## config.mk

```make
export PLATFORM = sky130hd
export DESIGN_NAME = butterfly_unit
export DESIGN_NICKNAME = d
export VERILOG_FILES = /design/src/rtl/butterfly_unit.sv
export SDC_FILE = /design/constraint.sdc
export NUM_CORES = 2
export LEC_CHECK = 0
export ABC_AREA = 1
export CAP_MARGIN = 40
export CORE_MARGIN = 4
export CORE_UTILIZATION = 55
export CTS_CLUSTER_DIAMETER = 40
export DETAILED_ROUTE_END_ITERATION = 10
export GPL_TIMING_DRIVEN = 0
export PLACE_DENSITY_LB_ADDON = 0.25
export SLEW_MARGIN = 20
export SYNTH_ARGS = -nofsm -noshare
export SYNTH_HDL_FRONTEND = slang
export SYNTH_SLANG_ARGS = --single-unit
```

## constraint.sdc

```tcl
create_clock -name clk -period 0.8 [get_ports clk]
set_input_delay 0.24 -clock clk [delete_from_list [all_inputs] [get_ports clk]]
set_output_delay 0.24 -clock clk [all_outputs]
set_load 0.05 [all_outputs]
```

## src/rtl/butterfly_unit.sv

```systemverilog
// rtl/butterfly_unit.sv - radix-2 complex butterfly A+B*W / A-B*W, Q1.15, one-cycle latency.
// Define BUTTERFLYUNIT_SAT_EN to saturate results instead of wrapping them.
module butterfly_unit (
    input  logic        clk,
    input  logic        reset,
    input  logic        in_valid,
    input  logic [31:0] A_t,
    input  logic [31:0] B_t,
    input  logic [31:0] W,
    output logic [31:0] A_f,
    output logic [31:0] B_f,
    output logic        out_valid
);

    logic signed [15:0] ar, ai, br, bi, wr, wi;
    logic signed [31:0] p_rr, p_ii, p_ri, p_ir;
    logic signed [32:0] pr_sum, pi_sum;
    logic signed [17:0] pr, pi;
    logic signed [17:0] sum_re, sum_im, dif_re, dif_im;

    assign ar = A_t[31:16];
    assign ai = A_t[15:0];
    assign br = B_t[31:16];
    assign bi = B_t[15:0];
    assign wr = W[31:16];
    assign wi = W[15:0];

    assign p_rr = br * wr;
    assign p_ii = bi * wi;
    assign p_ri = br * wi;
    assign p_ir = bi * wr;

    assign pr_sum = $signed({p_rr[31], p_rr}) - $signed({p_ii[31], p_ii});
    assign pi_sum = $signed({p_ri[31], p_ri}) + $signed({p_ir[31], p_ir});

    // Floor scaling back to Q1.15; 18 bits cover the full +/-2^16 product range.
    assign pr = 18'(pr_sum >>> 15);
    assign pi = 18'(pi_sum >>> 15);

    assign sum_re = $signed({{2{ar[15]}}, ar}) + pr;
    assign sum_im = $signed({{2{ai[15]}}, ai}) + pi;
    assign dif_re = $signed({{2{ar[15]}}, ar}) - pr;
    assign dif_im = $signed({{2{ai[15]}}, ai}) - pi;

    function automatic logic [15:0] reduce(input logic signed [17:0] v);
`ifdef BUTTERFLYUNIT_SAT_EN
        if (v > 18'sd32767)
            reduce = 16'h7fff;
        else if (v < -18'sd32768)
            reduce = 16'h8000;
        else
            reduce = 16'(v);
`else
        reduce = 16'(v);
`endif
    endfunction

    always_ff @(posedge clk or negedge reset) begin
        if (!reset) begin
            A_f       <= '0;
            B_f       <= '0;
            out_valid <= 1'b0;
        end else begin
            out_valid <= in_valid;
            if (in_valid) begin
                A_f <= {reduce(sum_re), reduce(sum_im)};
                B_f <= {reduce(dif_re), reduce(dif_im)};
            end
        end
    end

endmodule

```

After elaboration in Yosys (flattened, before gate mapping)
Cells that the tools add are included.
{ "totals": {"input_bits": 99, "output_inout_bits": 65, "ff_bits": 65} }
{ "op_classes": {"multipliers": 4, "addsub": 6} }
{ "op_table": {"columns": ["op", "count"], "rows": [
  ["$mul A16 B16 Y31", 4],
  ["$add A16 B16 Y16", 2],
  ["$sub A16 B16 Y16", 2],
  ["$add A31 B31 Y31", 1],
  ["$sub A31 B31 Y31", 1]
]} }

Longest topological paths before layout
{ "logic_depth": {"word_depth": 3, "ltp_mapped": 43, "ltp_nobuf": 41} }

Least setup slack after synthesis
Ideal clock, no wire load.
{ "synth_timing": {"kind": "input-to-reg", "from": "input W[0]", "to": "register B_f[28]", "path_stages": 33, "n_path_buf": 2, "slack_ns": -7.226, "arrival_ns": 7.893, "setup_ns": 0.134, "required_ns": 0.666, "cell_sequence": "clkbuf_1 > nand2_1 > inv_1 > fa_1 > fa_1 > inv_1 > fa_1 > fa_1 > fa_1 > fa_1 > fa_1 > inv_1 > fa_1 > inv_1 > ha_1 > clkbuf_1 > nand2_1 > nor2_1 > nand2_1 > inv_1 > nand3_1 > nand2_1 > nand2_1 > nand2_1 > xor2_1 > ha_1 > nor4_1 > nand4_1 > nand3_1 > a21oi_1 > o21ai_1 > xor2_1 > o21ai_0"} }
{ "synth_between": {"elab_chain_len": 3} }
{ "synth_rtl": {"columns": ["item", "line_no", "source"], "rows": [
  ["from (decl)", "9", "input logic [31:0] W,"],
  ["$mul A16 B16 Y31", "29", "assign p_ii = bi * wi;"],
  ["$sub A31 B31 Y31", "33", "assign pr_sum = $signed({p_rr[31], p_rr}) - $signed({p_ii[31], p_ii});"],
  ["$sub A16 B16 Y16", "42", "assign dif_re = $signed({{2{ar[15]}}, ar}) - pr;"],
  ["to (signal assigned)", "67", "B_f <= {reduce(dif_re), reduce(dif_im)};"],
  ["to (decl)", "11", "output logic [31:0] B_f,"]
]} }
No other way between the ends.
A chain may end at the register's enable or synchronous reset.

Worst setup path after layout
{ "layout_timing": {"from": "input W[21]", "to": "register A_f[12]"} }
{ "layout_between": {"elab_chain_len": 3} }
{ "layout_rtl": {"columns": ["item", "line_no", "source"], "rows": [
  ["$mul A16 B16 Y31", "31", "assign p_ir = bi * wr;"],
  ["$add A31 B31 Y31", "34", "assign pi_sum = $signed({p_ri[31], p_ri}) + $signed({p_ir[31], p_ir});"],
  ["$add A16 B16 Y16", "41", "assign sum_im = $signed({{2{ai[15]}}, ai}) + pi;"],
  ["to (signal assigned)", "66", "A_f <= {reduce(sum_re), reduce(sum_im)};"],
  ["to (decl)", "10", "output logic [31:0] A_f,"]
]} }
No other way between the ends.

==> results.py <==
metrics = {
    "status": {
        "outcome": "finished with violations",
        "violated_checks": "negative setup slack",
    },
    "synth": {
        "postSynthRegisterBits": 63,
        "post_synth_num_cell_types": 48,
        "synth_largest_area_cell": "sky130_fd_sc_hd__fa_1",
        "syn-cell-area_mm2": 0.04554,
        "synth_enable_flop_cells": 0,
        "synth.avg_cell_area_um2": 7.975,
        "synth.top_cell.area_share": 0.4937,
        "yosysWarningCount": 0,
        "synth_fp_nets": 7296,
        "synth_top_cells_by_count": "1946 x sky130_fd_sc_hd__inv_1, 1331 x sky130_fd_sc_hd__nand2_1, 1123 x sky130_fd_sc_hd__fa_1, 364 x sky130_fd_sc_hd__ha_1, 208 x sky130_fd_sc_hd__clkbuf_1",
        "syn_inst": 5710,
        "synth_top_cells_by_area": "sky130_fd_sc_hd__fa_1 49%, sky130_fd_sc_hd__inv_1 16%, sky130_fd_sc_hd__nand2_1 11%, sky130_fd_sc_hd__ha_1 10%, sky130_fd_sc_hd__dfrtp_1 3.5%",
        "post-synth-top-count-cell": "sky130_fd_sc_hd__inv_1",
        "synth_seq_area_share": 0.03462,
        "async_reset_ff_frac": 1.000,
        "synth_flop_cell": "sky130_fd_sc_hd__dfrtp_1",
    },
    "grt": {
        "grt_start_max_net_pins": 59,
        "grt_pass1_vias": 41260,
        "grt_overflow_total": 0,
        "antenna_found_initial": 11,
        "grt_first_pass_wirelength_um": 257100,
        "total_routing_resource_utilization_after_global_routing": 0.4096,
    },
    "placed_design": {
        "post-place-ws_ps": -9364,
        "post-dp-hpwl_um": 140600,
        "place.port_buffers": 163,
        "place.gp.congestion": 1.062,
        "placed_cell_area_mm2": 0.05026,
    },
    "floorplanning": {
        "die_w_um": 295.8,
        "pin_count": 164,
        "design.core.area_mm2": 0.08211,
        "fp.dieArea_mm2": 0.08747,
        "initial_core_util": 0.5546,
        "rows": 105,
        "fp.dieH_um": 295.8,
    },
    "setup_path": {
        "required_ps": 1010,
        "end_kind": "flip-flop",
        "cpPeakStageDelay_ps": 590,
        "critical-path-slowest-cell": "sky130_fd_sc_hd__fa_2",
        "setup.worst_path.start_class": "primary input",
        "path_max_fanout": 5,
        "worst-setup-path-type": "in2reg",
        "worst-endpoint-arrival_ps": 8360,
    },
    "finish": {
        "final_core_utilization": 0.7063,
        "area.growth.synth_to_final_pct": 27.35,
        "sequential_cell_area_mm2": 0.001653,
        "multiInputGateArea_mm2": 0.03906,
        "fin_area_mm2": 0.05799,
        "fillerInstances": 6439,
        "layout.nets": 7818,
        "layout_cell_share_with_drive_strength_beyond_1": 0.2160,
    },
    "detailed_routing": {
        "route.detailed.wl_per_inst_um": 24.35,
        "drtAntennaViolNets": 0,
        "routed_wl_um": 178100,
        "route.detailed.vias_per_inst": 5.429,
        "drt-pass1-iter-count": 6,
        "drc_violation_count_after_routing": 0,
        "drt_first_iter_violations": 3308,
        "detailroute.via_count": 39710,
    },
    "flow_run": {
        "max-cap-violations": 0,
    },
    "clock_network": {
        "cts-root-buf": "sky130_fd_sc_hd__clkbuf_16",
        "clkTransAtPathRegs_ps": 60,
        "numClockSinks": 63,
        "cts_max_level": 3,
        "tritoncts.num_buffers": 9,
        "clock_path_buffers": 2,
        "cts_tree": "done",
        "clock_latency_late_sink_ps": 350,
    },
    "sta": {
        "hold_viol": 0,
        "count_of_endpoints_failing_setup_in_the_final_report": 127,
        "clock_skews_ps": 0,
        "layout_worst_path_cycle_share": 10.19,
        "slew_viol_final": 0,
        "worst_slack_ps": -7350,
        "worst_slew_pin_slew_ps": 774.1,
        "max_clock_freq_mhz": 122.7,
        "max-slew-margin-rel": 0.4839,
        "rsz0062_at_grt": "yes",
        "layout_min_cycle_time_ps": 8150,
    },
    "hold_path": {
        "hp-class": "in2async",
    },
}
[metal layers]
metal  share of wire  vias up  wire [um]  global-route usage
met4           0.092       12      16450              0.2848
li1                -    16880          -                   -
met5         0.00044        -         78                   0
met2            0.44     2383      79050              0.6344
met1            0.34    19720      61230              0.5026
met3            0.12      709      21280              0.1101
[placed cells by master (no fill, tap or decap), types with 12 or more instances in the layout]
master and n:
sky130_fd_sc_hd__a21oi_1 35, sky130_fd_sc_hd__a21oi_2 48, sky130_fd_sc_hd__a21oi_4 24, sky130_fd_sc_hd__a31oi_1 15, sky130_fd_sc_hd__buf_12 31, sky130_fd_sc_hd__buf_2 15
sky130_fd_sc_hd__buf_4 258, sky130_fd_sc_hd__buf_6 141, sky130_fd_sc_hd__buf_8 49, sky130_fd_sc_hd__clkbuf_1 12, sky130_fd_sc_hd__clkbuf_16 69, sky130_fd_sc_hd__clkbuf_4 43
sky130_fd_sc_hd__clkbuf_8 66, sky130_fd_sc_hd__clkdlybuf4s50_1 33, sky130_fd_sc_hd__dfrtp_2 61, sky130_fd_sc_hd__fa_1 1061, sky130_fd_sc_hd__fa_2 62, sky130_fd_sc_hd__ha_1 282
sky130_fd_sc_hd__ha_4 73, sky130_fd_sc_hd__inv_1 1869, sky130_fd_sc_hd__inv_2 67, sky130_fd_sc_hd__nand2_1 1241, sky130_fd_sc_hd__nand2_2 61, sky130_fd_sc_hd__nand2_4 30
sky130_fd_sc_hd__nand3_1 50, sky130_fd_sc_hd__nand3_2 17, sky130_fd_sc_hd__nand4_1 18, sky130_fd_sc_hd__nor2_1 109, sky130_fd_sc_hd__nor2_2 17, sky130_fd_sc_hd__o21ai_0 23
sky130_fd_sc_hd__o21ai_1 38, sky130_fd_sc_hd__o21ai_2 28, sky130_fd_sc_hd__or2_2 24, sky130_fd_sc_hd__xnor2_1 19, sky130_fd_sc_hd__xor2_1 30, sky130_fd_sc_hd__xor2_2 18
sky130_fd_sc_hd__xor2_4 14
[critical path, delay by kind of cell]
kind            cells  cell delay [ps]
compound gates      7              930
buf+inv            16             1450
xor+xnor            2              340
simple gates        9              750
fa+ha+maj          10             4600
[per-stage QoR]
| step | cells | hold slack, ps | setup TNS, ps |
|---|---|---|---|
| after floorplan | 5710 | -55.59 | -384600 |
| after detailed placement | 6982 | 62.80 | -568300 |
| after global routing | 7309 | 298.9 | -462620 |
| final | 7314 | 286.4 | -449390 |
| after global placement | 6943 | 468.8 | -747690 |
| after CTS | 7191 | 259.9 | -465920 |
[logic make-up (layout without fill, tap and decap cells)]
| kind of cell | count (synthesis) | after routing | synth area share |
|---|---|---|---|
| flops | 63 | 63 | 0.03462 |
| fa+ha+maj | 1487 | 1487 | 0.5937 |
| buf+inv | 2167 | 2694 | 0.1790 |
| other cells | 0 | 7 | 0 |
| compound gates | 279 | 279 | 0.03525 |
| xor+xnor | 86 | 86 | 0.01687 |
| simple gates | 1628 | 1628 | 0.1406 |
[worst paths after layout]
check                           depth (start not counted)                start             endpoint  slack, ps
worst min-delay path                                    2                reset  A_f[30]$_DFFE_PN0P_        290
worst min register to register                          2  A_f[18]$_DFFE_PN0P_  A_f[18]$_DFFE_PN0P_        500
max in group asynchronous                               3                reset  A_f[26]$_DFFE_PN0P_         60
min in group clk                                        1             in_valid  out_valid$_DFF_PN0_        390
worst max-delay path                                   44                W[21]  A_f[12]$_DFFE_PN0P_      -7350
worst max register to register                          3   A_f[3]$_DFFE_PN0P_   A_f[3]$_DFFE_PN0P_        -40
[state kept, by name, indices dropped and copies added, names as in the netlist]
register   cells
out_valid      1
B_f           31
A_f           31
[area by class of cell]
class                      count  share of cell area
antenna                        7           0.0003020
buffer                       215             0.05450
clock buffer                  10            0.004121
clock inverter                 6            0.001165
inverter                    1951              0.1273
multi-input combinational   3480              0.6734
sequential                    63             0.02850
tap                         1070             0.02308
timing repair buffer         512             0.08761
[timing repair]
| action | in CTS | in global routing |
|---|---|---|
| buffers inserted | 192 | 122 |
| pin swaps | 194 | 238 |
| setup endpoints to repair | 127 | 182 |
| resized for setup | 1175 | 749 |
| cloned | 3 | 1 |
| hold endpoints to repair | 63 | 0 |
| hold buffers | 1 | 0 |
Power is not shown: default switching activity piles up to over one toggle a cycle in this logic, so the estimate is an artifact.
